--- src/rtl/dcache_load_align_pkg.sv ---
// Load-type encodings shared by the load aligner and its extractor.
// Mirrors the store-side StoreType layout.
package dcache_load_align_pkg;

  typedef struct packed {
    logic       sign;
    logic [1:0] size;
    logic [1:0] left_or_right;
  } LoadType;

  localparam logic [1:0] LOADTYPE_LB  = 2'b00;
  localparam logic [1:0] LOADTYPE_LH  = 2'b01;
  localparam logic [1:0] LOADTYPE_LW  = 2'b10;

  localparam logic [1:0] LOADTYPE_LWL = 2'b10;
  localparam logic [1:0] LOADTYPE_LWR = 2'b01;

endpackage

--- src/rtl/dcache_load_align_extract.sv ---
// Combinational load extractor: byte/half/word select, extension, LWL/LWR merge.
// LWL/LWR merging is present only with DCACHE_LOAD_UNALIGNED_EN defined.
module load_extract
  import dcache_load_align_pkg::*;
(
  input  logic [31:0] rdata,
  input  logic [1:0]  offset,
  input  LoadType     loadtype,
  input  logic [31:0] rt_old,
  output logic [31:0] data
);

  logic [7:0]  b;
  logic [15:0] h;
  logic [31:0] norm;

  always_comb begin
    b    = rdata[{offset, 3'b000} +: 8];
    h    = offset[1] ? rdata[31:16] : rdata[15:0];
    norm = '0;
    case (loadtype.size)
      LOADTYPE_LB: norm = {{24{loadtype.sign & b[7]}}, b};
      LOADTYPE_LH: norm = {{16{loadtype.sign & h[15]}}, h};
      LOADTYPE_LW: norm = rdata;
      default:     norm = '0;
    endcase
  end

`ifdef DCACHE_LOAD_UNALIGNED_EN
  always_comb begin
    data = norm;
    case (loadtype.left_or_right)
      LOADTYPE_LWL: begin
        case (offset)
          2'd0:    data = {rdata[7:0],  rt_old[23:0]};
          2'd1:    data = {rdata[15:0], rt_old[15:0]};
          2'd2:    data = {rdata[23:0], rt_old[7:0]};
          default: data = rdata;
        endcase
      end
      LOADTYPE_LWR: begin
        case (offset)
          2'd0:    data = rdata;
          2'd1:    data = {rt_old[31:24], rdata[31:8]};
          2'd2:    data = {rt_old[31:16], rdata[31:16]};
          default: data = {rt_old[31:8],  rdata[31:24]};
        endcase
      end
      default: data = norm;
    endcase
  end
`else
  logic unused_rt;
  assign unused_rt = ^rt_old;
  // Unaligned variants collapse to a plain word load.
  assign data = (loadtype.left_or_right == 2'b00) ? norm : rdata;
`endif

endmodule

--- src/rtl/dcache_load_align.sv ---
// In-order DCache load tracker: aligns responses and holds results for WB.
// DCACHE_LOAD_UNALIGNED_EN enables per-entry rt_old storage for LWL/LWR.
module dcache_load_align
  import dcache_load_align_pkg::*;
#(
  parameter int DEPTH = 2,
  parameter int CNTW  = $clog2(DEPTH + 1)
) (
  input  logic        clk,
  input  logic        rst,
  input  logic        req_valid,
  output logic        req_ready,
  input  logic [1:0]  req_offset,
  input  LoadType     req_loadtype,
  input  logic [31:0] req_rt_old,
  input  logic        resp_valid,
  input  logic [31:0] resp_rdata,
  input  logic        flush,
  output logic        out_valid,
  input  logic        out_ready,
  output logic [31:0] out_data,
  output logic        resp_err
);

  localparam int PW = (DEPTH > 1) ? $clog2(DEPTH) : 1;

  logic [1:0]       off_q  [DEPTH];
  LoadType          lt_q   [DEPTH];
  logic [31:0]      data_q [DEPTH];
  logic [DEPTH-1:0] done_q;

  logic [PW-1:0]   wr_ptr, rs_ptr, rd_ptr;
  logic [CNTW-1:0] count, drop_cnt, npend;

  logic [CNTW:0] occ, fsum, fnext;
  logic          accept, pop, drop, land, stray;
  logic [31:0]   rt_sel, ext;

`ifdef DCACHE_LOAD_UNALIGNED_EN
  logic [31:0] rt_q [DEPTH];
  assign rt_sel = rt_q[rs_ptr];
`else
  logic unused_rt;
  assign unused_rt = ^req_rt_old;
  assign rt_sel    = '0;
`endif

  // Slots plus drop credits never exceed DEPTH, so every response has a home.
  assign occ       = {1'b0, count} + {1'b0, drop_cnt};
  assign req_ready = !rst && (occ < (CNTW+1)'(DEPTH));

  assign out_valid = done_q[rd_ptr];
  assign out_data  = data_q[rd_ptr];

  assign accept = req_valid && req_ready && !flush;
  assign pop    = out_valid && out_ready && !flush;
  assign drop   = resp_valid && (flush || drop_cnt != '0);
  assign land   = resp_valid && !drop && npend != '0;
  assign stray  = resp_valid && !drop && npend == '0;

  assign fsum  = {1'b0, drop_cnt} + {1'b0, npend};
  assign fnext = fsum - (CNTW+1)'(resp_valid && fsum != '0);

  load_extract u_extract (
    .rdata    (resp_rdata),
    .offset   (off_q[rs_ptr]),
    .loadtype (lt_q[rs_ptr]),
    .rt_old   (rt_sel),
    .data     (ext)
  );

  always_ff @(posedge clk) begin
    if (rst) begin
      wr_ptr   <= '0;
      rs_ptr   <= '0;
      rd_ptr   <= '0;
      count    <= '0;
      npend    <= '0;
      drop_cnt <= '0;
      done_q   <= '0;
      resp_err <= 1'b0;
      for (int i = 0; i < DEPTH; i++) begin
        data_q[i] <= '0;
        off_q[i]  <= '0;
        lt_q[i]   <= '0;
      end
    end else begin
      resp_err <= stray;
      if (flush) begin
        wr_ptr   <= '0;
        rs_ptr   <= '0;
        rd_ptr   <= '0;
        count    <= '0;
        npend    <= '0;
        done_q   <= '0;
        drop_cnt <= CNTW'(fnext);
      end else begin
        if (drop) drop_cnt <= drop_cnt - CNTW'(1);
        if (accept) begin
          off_q[wr_ptr]  <= req_offset;
          lt_q[wr_ptr]   <= req_loadtype;
          done_q[wr_ptr] <= 1'b0;
          wr_ptr         <= wr_ptr + PW'(1);
        end
        if (land) begin
          data_q[rs_ptr] <= ext;
          done_q[rs_ptr] <= 1'b1;
          rs_ptr         <= rs_ptr + PW'(1);
        end
        if (pop) begin
          done_q[rd_ptr] <= 1'b0;
          rd_ptr         <= rd_ptr + PW'(1);
        end
        count <= count + CNTW'(accept) - CNTW'(pop);
        npend <= npend + CNTW'(accept) - CNTW'(land);
      end
    end
  end

`ifdef DCACHE_LOAD_UNALIGNED_EN
  always_ff @(posedge clk) begin
    if (accept) rt_q[wr_ptr] <= req_rt_old;
  end
`endif

endmodule

--- config.mk ---
export PLATFORM = sky130hd
export DESIGN_NAME = dcache_load_align
export DESIGN_NICKNAME = d
export VERILOG_FILES = /design/src/rtl/dcache_load_align_pkg.sv /design/src/rtl/dcache_load_align_extract.sv /design/src/rtl/dcache_load_align.sv
export SDC_FILE = /design/constraint.sdc
export NUM_CORES = 1
export LEC_CHECK = 0
export CORE_UTILIZATION = 55
export CTS_CLUSTER_DIAMETER = 120
export CTS_CLUSTER_SIZE = 28
export DETAILED_ROUTE_END_ITERATION = 10
export GPL_TIMING_DRIVEN = 1
export PLACE_DENSITY = 0.87
export SLEW_MARGIN = 30
export SYNTH_ARGS = -nofsm -noshare
export SYNTH_HDL_FRONTEND = slang
export SYNTH_SLANG_ARGS = --single-unit
--- constraint.sdc ---
create_clock -name clk -period 6.37 [get_ports clk]
set_input_delay 0.637 -clock clk [delete_from_list [all_inputs] [get_ports clk]]
set_output_delay 0.637 -clock clk [all_outputs]
set_load 0.01 [all_outputs]
### After elaboration in Yosys (flattened, before gate mapping)

Memories as Yosys holds them, arrays and structs flattened. A register that Yosys moved wholly into a read port is not among the register bits.
Index checks and enable logic that the tools add are counted.

* bits in registers: 12
* memory bits (writable): 78
* bits of input ports: 77
* logic and storage cells: 112
* memories: 3

* add/subtract/negate cells: 11
* $lt $le $gt $ge: 7
* equality and inequality tests: 2
* shifts and indexed selects: 1
* mux-type cells: 45
* bitwise gates (word level): 7
* reductions and logical operators: 28

Memory list
* data_q: words 2, width 32, rd ports 1, clocked after Yosys merged registers in 1, write ports 2, RTL line dcache_load_align.sv:29 `logic [31:0] data_q [DEPTH];`
* lt_q: words 2, width 5, rd ports 1, clocked after Yosys merged registers in 1, write ports 2, RTL line dcache_load_align.sv:28 `LoadType lt_q [DEPTH];`
* off_q: words 2, width 2, rd ports 1, clocked after Yosys merged registers in 1, write ports 2, RTL line dcache_load_align.sv:27 `logic [1:0] off_q [DEPTH];`

Operators with widths (count)
* $pmux W32 S3: 1
* $mux W32: 2
* $reduce_or A32 Y1: 1
* $shiftx A32 B6 Y8: 1
* $mux W1: 27
* $mux W2: 10
* $mux W16: 1
* $logic_and A1 B1 Y1: 13
* $add A2 B2 Y3: 2
* $logic_not A2 Y1: 3
* $lt A1 B2 Y1 const B: 3
* $reduce_bool A2 Y1: 3
* $sub A2 B1 Y2: 3
* $mux W5: 1
* $reduce_or A5 Y1: 1
* $add A2 B1 Y2: 2
* $and A2 B2 Y2: 2
* $not A2 Y2: 2
* $reduce_or A2 Y1: 2
* $add A1 B1 Y1 const B: 3
* $demux W1 S1: 3
* $ge A1 B1 Y1 const B: 3
* $logic_not A1 Y1: 3
* $lt A3 B2 Y1 const B: 1
* 7 further kinds: 8

### Logic depth before layout (Yosys ltp)

* word-level depth: 15
* gate-level depth with buffers: 12

### Cells and area by module

A second synthesis with hierarchy kept.

* cell total of the unflattened synthesis: 383
* area total of the unflattened synthesis: 4898.4 um^2

By module, submodules not included
* dcache_load_align: times used 1, cells an instance 300, area each 4217.8 um^2, seq. area each 2622.5 um^2
* load_extract: times used 1, cells an instance 83, area each 680.7 um^2, seq. area each 0.0 um^2

### Worst setup path after synthesis

Ideal clock, no wire load.

* path type: input -> register
* start: input port flush
* end: memory data_q[1][0], enable pin
* library setup time: 0.394 ns
* arrival: 2.070 ns
* path slack: 3.906 ns
* stages: 5
* buffers on the path: 1
* cell sequence: or3_1 -> clkbuf_1 -> inv_1 -> nand2_1 -> nand2b_1

RTL lines
* start, declared: RTL line dcache_load_align.sv:18 `input logic flush,`
* end, declared: RTL line dcache_load_align.sv:29

==> impl_metrics.ini <==
[critical_path]
crit_arrival_ns = 3.27
required_ns = 6.45
worstPathMaxFanout = 32
crit_type = flip-flop to flip-flop
crit_path_end_kind = flip-flop
critPathLaunchType = flip-flop

[finish]
ff_latch_area_sq_um = 2620
area_growth_pct = 22.5
layout-drive-gt1-share_pct = 16.5
n_fill_cell = 630
nets = 583
n_antenna_cell = 0
multi_input_area_sq_um = 2110
post-route-util_pct = 68.9

[status]
outcome = complete, no violations

[detailed_routing]
via_per_inst = 6.07
drt-wirelength-per-cell_um = 18.2
first_pass_iters = 7
drc = 0
antenna_left = 0
vias = 3701
drtIter0Drc = 226
routed_wl_mm = 11.1

[sta]
rsz0062_at_grt = false
fmax_ghz = 0.314
finalClockSkew_ns = 0.0108
tightest_slew_ns = 0.844
finalMaxSlewViolations = 0
setup-tns-final_ns = 0
finalHoldViolations = 0
finalCriticalPeriod_ns = 3.19
min_period_over_period_pct = 50.0
slew_headroom_pct = 43.8
setup_viol = 0

[yosys]
yosys_most_used_dff = edfxtp_1
yosys-top-cells-count = edfxtp_1, a21oi_1, nand2_1
synthArstFlopShare_pct = 0
synth_area_leaders = edfxtp_1, mux2_2, dfxtp_1
syn_area_sq_um = 4880
synth_most_common_cell = edfxtp_1
synth.distinct_cells = 55
yosysWarnings = 0
syn_inst = 432
yosys.area.top_type = edfxtp_1
synth_fp_nets = 518
synth_area_per_cell_sq_um = 11.3
synth_edf_count = 78
ys_ff_latch = 92
synth_top_area_share_pct = 48.0
seq_area_frac_synth_pct = 53.7

[clock_network]
cts_made_buffers = 9
clk_pin_slew_ns = 0.09
cts_root_buf = clkbuf_8
cts_sinks = 92
post_cts_resized = 0
cts_tree = built
clk_latency_ns = 0.36
cts-htree-levels = 3
cts_hold_buf = 0
cts_setup_buffers = 0
clk_path_buf_depth = 2

[global_route]
grt_first_pass_wirelength_mm = 17.2
groute.usage.overall_pct = 25.1
antenna_found_initial = 0
first_global_vias = 3642
grt_start_max_net_pins = 40
grt_overflow = 0

[placed_design]
hpwlAfterDp_mm = 7.25
numPortBuffers = 79
place.gp.congestion = 0.814

[floorplanning]
die_h_um = 96.2
die-area_sq_um = 9260
num_io_pins = 112
initial_core_util_pct = 56.3
rows = 34
die_w_um = 96.2
core_area_sq_um = 8680

[power_and_ir_drop]
power.density_nw_per_um2 = 233
leakage_uw = 0.00219
ir_drop_mv = 0.103

[run]
drv_cap = 0

[hold_path]
hp-class = flip-flop to flip-flop
cell usage in the layout (no fill, tap or decap), drive strengths merged, types with 4 or more instances in the layout:
cell type       n
mux2i          10
nand2          44
nor2           34
a21oi          51
nor4            4
o22ai           5
bufinv          4
xnor2           7
nor3           21
clkbuf         10
clkdlybuf4s50  79
nor3b           4
and2           20
dfxtp          14
or2             5
mux2           36
nor2b           5
edfxtp         78
a211oi         12
ha              7
inv            10
layer usage:
layer | track usage [%] | up-vias | share of wire [%]
li1 | - | 1708 | -
met1 | 29.6 | 1795 | 40
met2 | 44.5 | 172 | 51
met3 | 3.48 | 26 | 6.3
met4 | 12.6 | 0 | 2.7
met5 | 0 | - | 0
worst max-delay path, stage by stage (launching register included):
cell	delay (ns)
dfxtp_1	0.76
mux2i_4	0.73
mux2i_1	0.38
a21oi_1	0.12
o211ai_4	0.71
a21oi_1	0.19
cell families after synthesis:
group | count (synthesis) | synth area share, %
xor+xnor | 8 | 1.43
buf+inv | 38 | 3.51
flops | 92 | 53.7
mux | 47 | 11.2
compound gates | 89 | 12.2
fa+ha+maj | 9 | 2.61
simple gates | 149 | 15.3
flip-flops by register name, indices dropped and copies added, names as in the netlist, named ones only:
register  flops
lt_q         10
wr_ptr        1
data_q       64
done_q        2
resp_err      1
drop_cnt      2
rs_ptr        1
off_q         4
rd_ptr        1
count         2
npend         2
path summary, 6_finish.rpt:
check	start	to	slack (ns)	cells past startpoint
min reg2reg	npend[1]	resp_err	0.48	1
max	flip-flop	data_q[1][30]	3.18	5
max reg2reg	flip-flop	data_q[1][30]	3.18	5
min	npend[1]	resp_err	0.48	1
stage by stage:
step	power (uW)	worst slack (ns)	hold slack, ns	instances	instance area [sq um]
finish	1400	3.18	0.478	610	5980
global placement	886	3.06	0.440	594	5700
CTS	1390	3.17	0.472	610	5980
global route	1440	2.90	0.494	610	5980
floorplan	814	3.91	0.420	432	4880
detailed placement	895	3.24	0.458	594	5720
cell type report:
type                            count  share of cell area [%]
Clock inverter                      6                    2.28
Inverter                           10                   0.627
Clock buffer                       10                    2.13
Timing Repair Buffer               82                    13.6
Multi-Input combinational cell    302                    35.3
Tap cell                          108                    2.26
Sequential cell                    92                    43.8
power breakdown:
part	internal (uW)	switching, uW
combinational	90.3	111
sequential	674	10.6
clock	301	210
total	1070	331
Note: power is estimated with default switching activity, not from simulation.
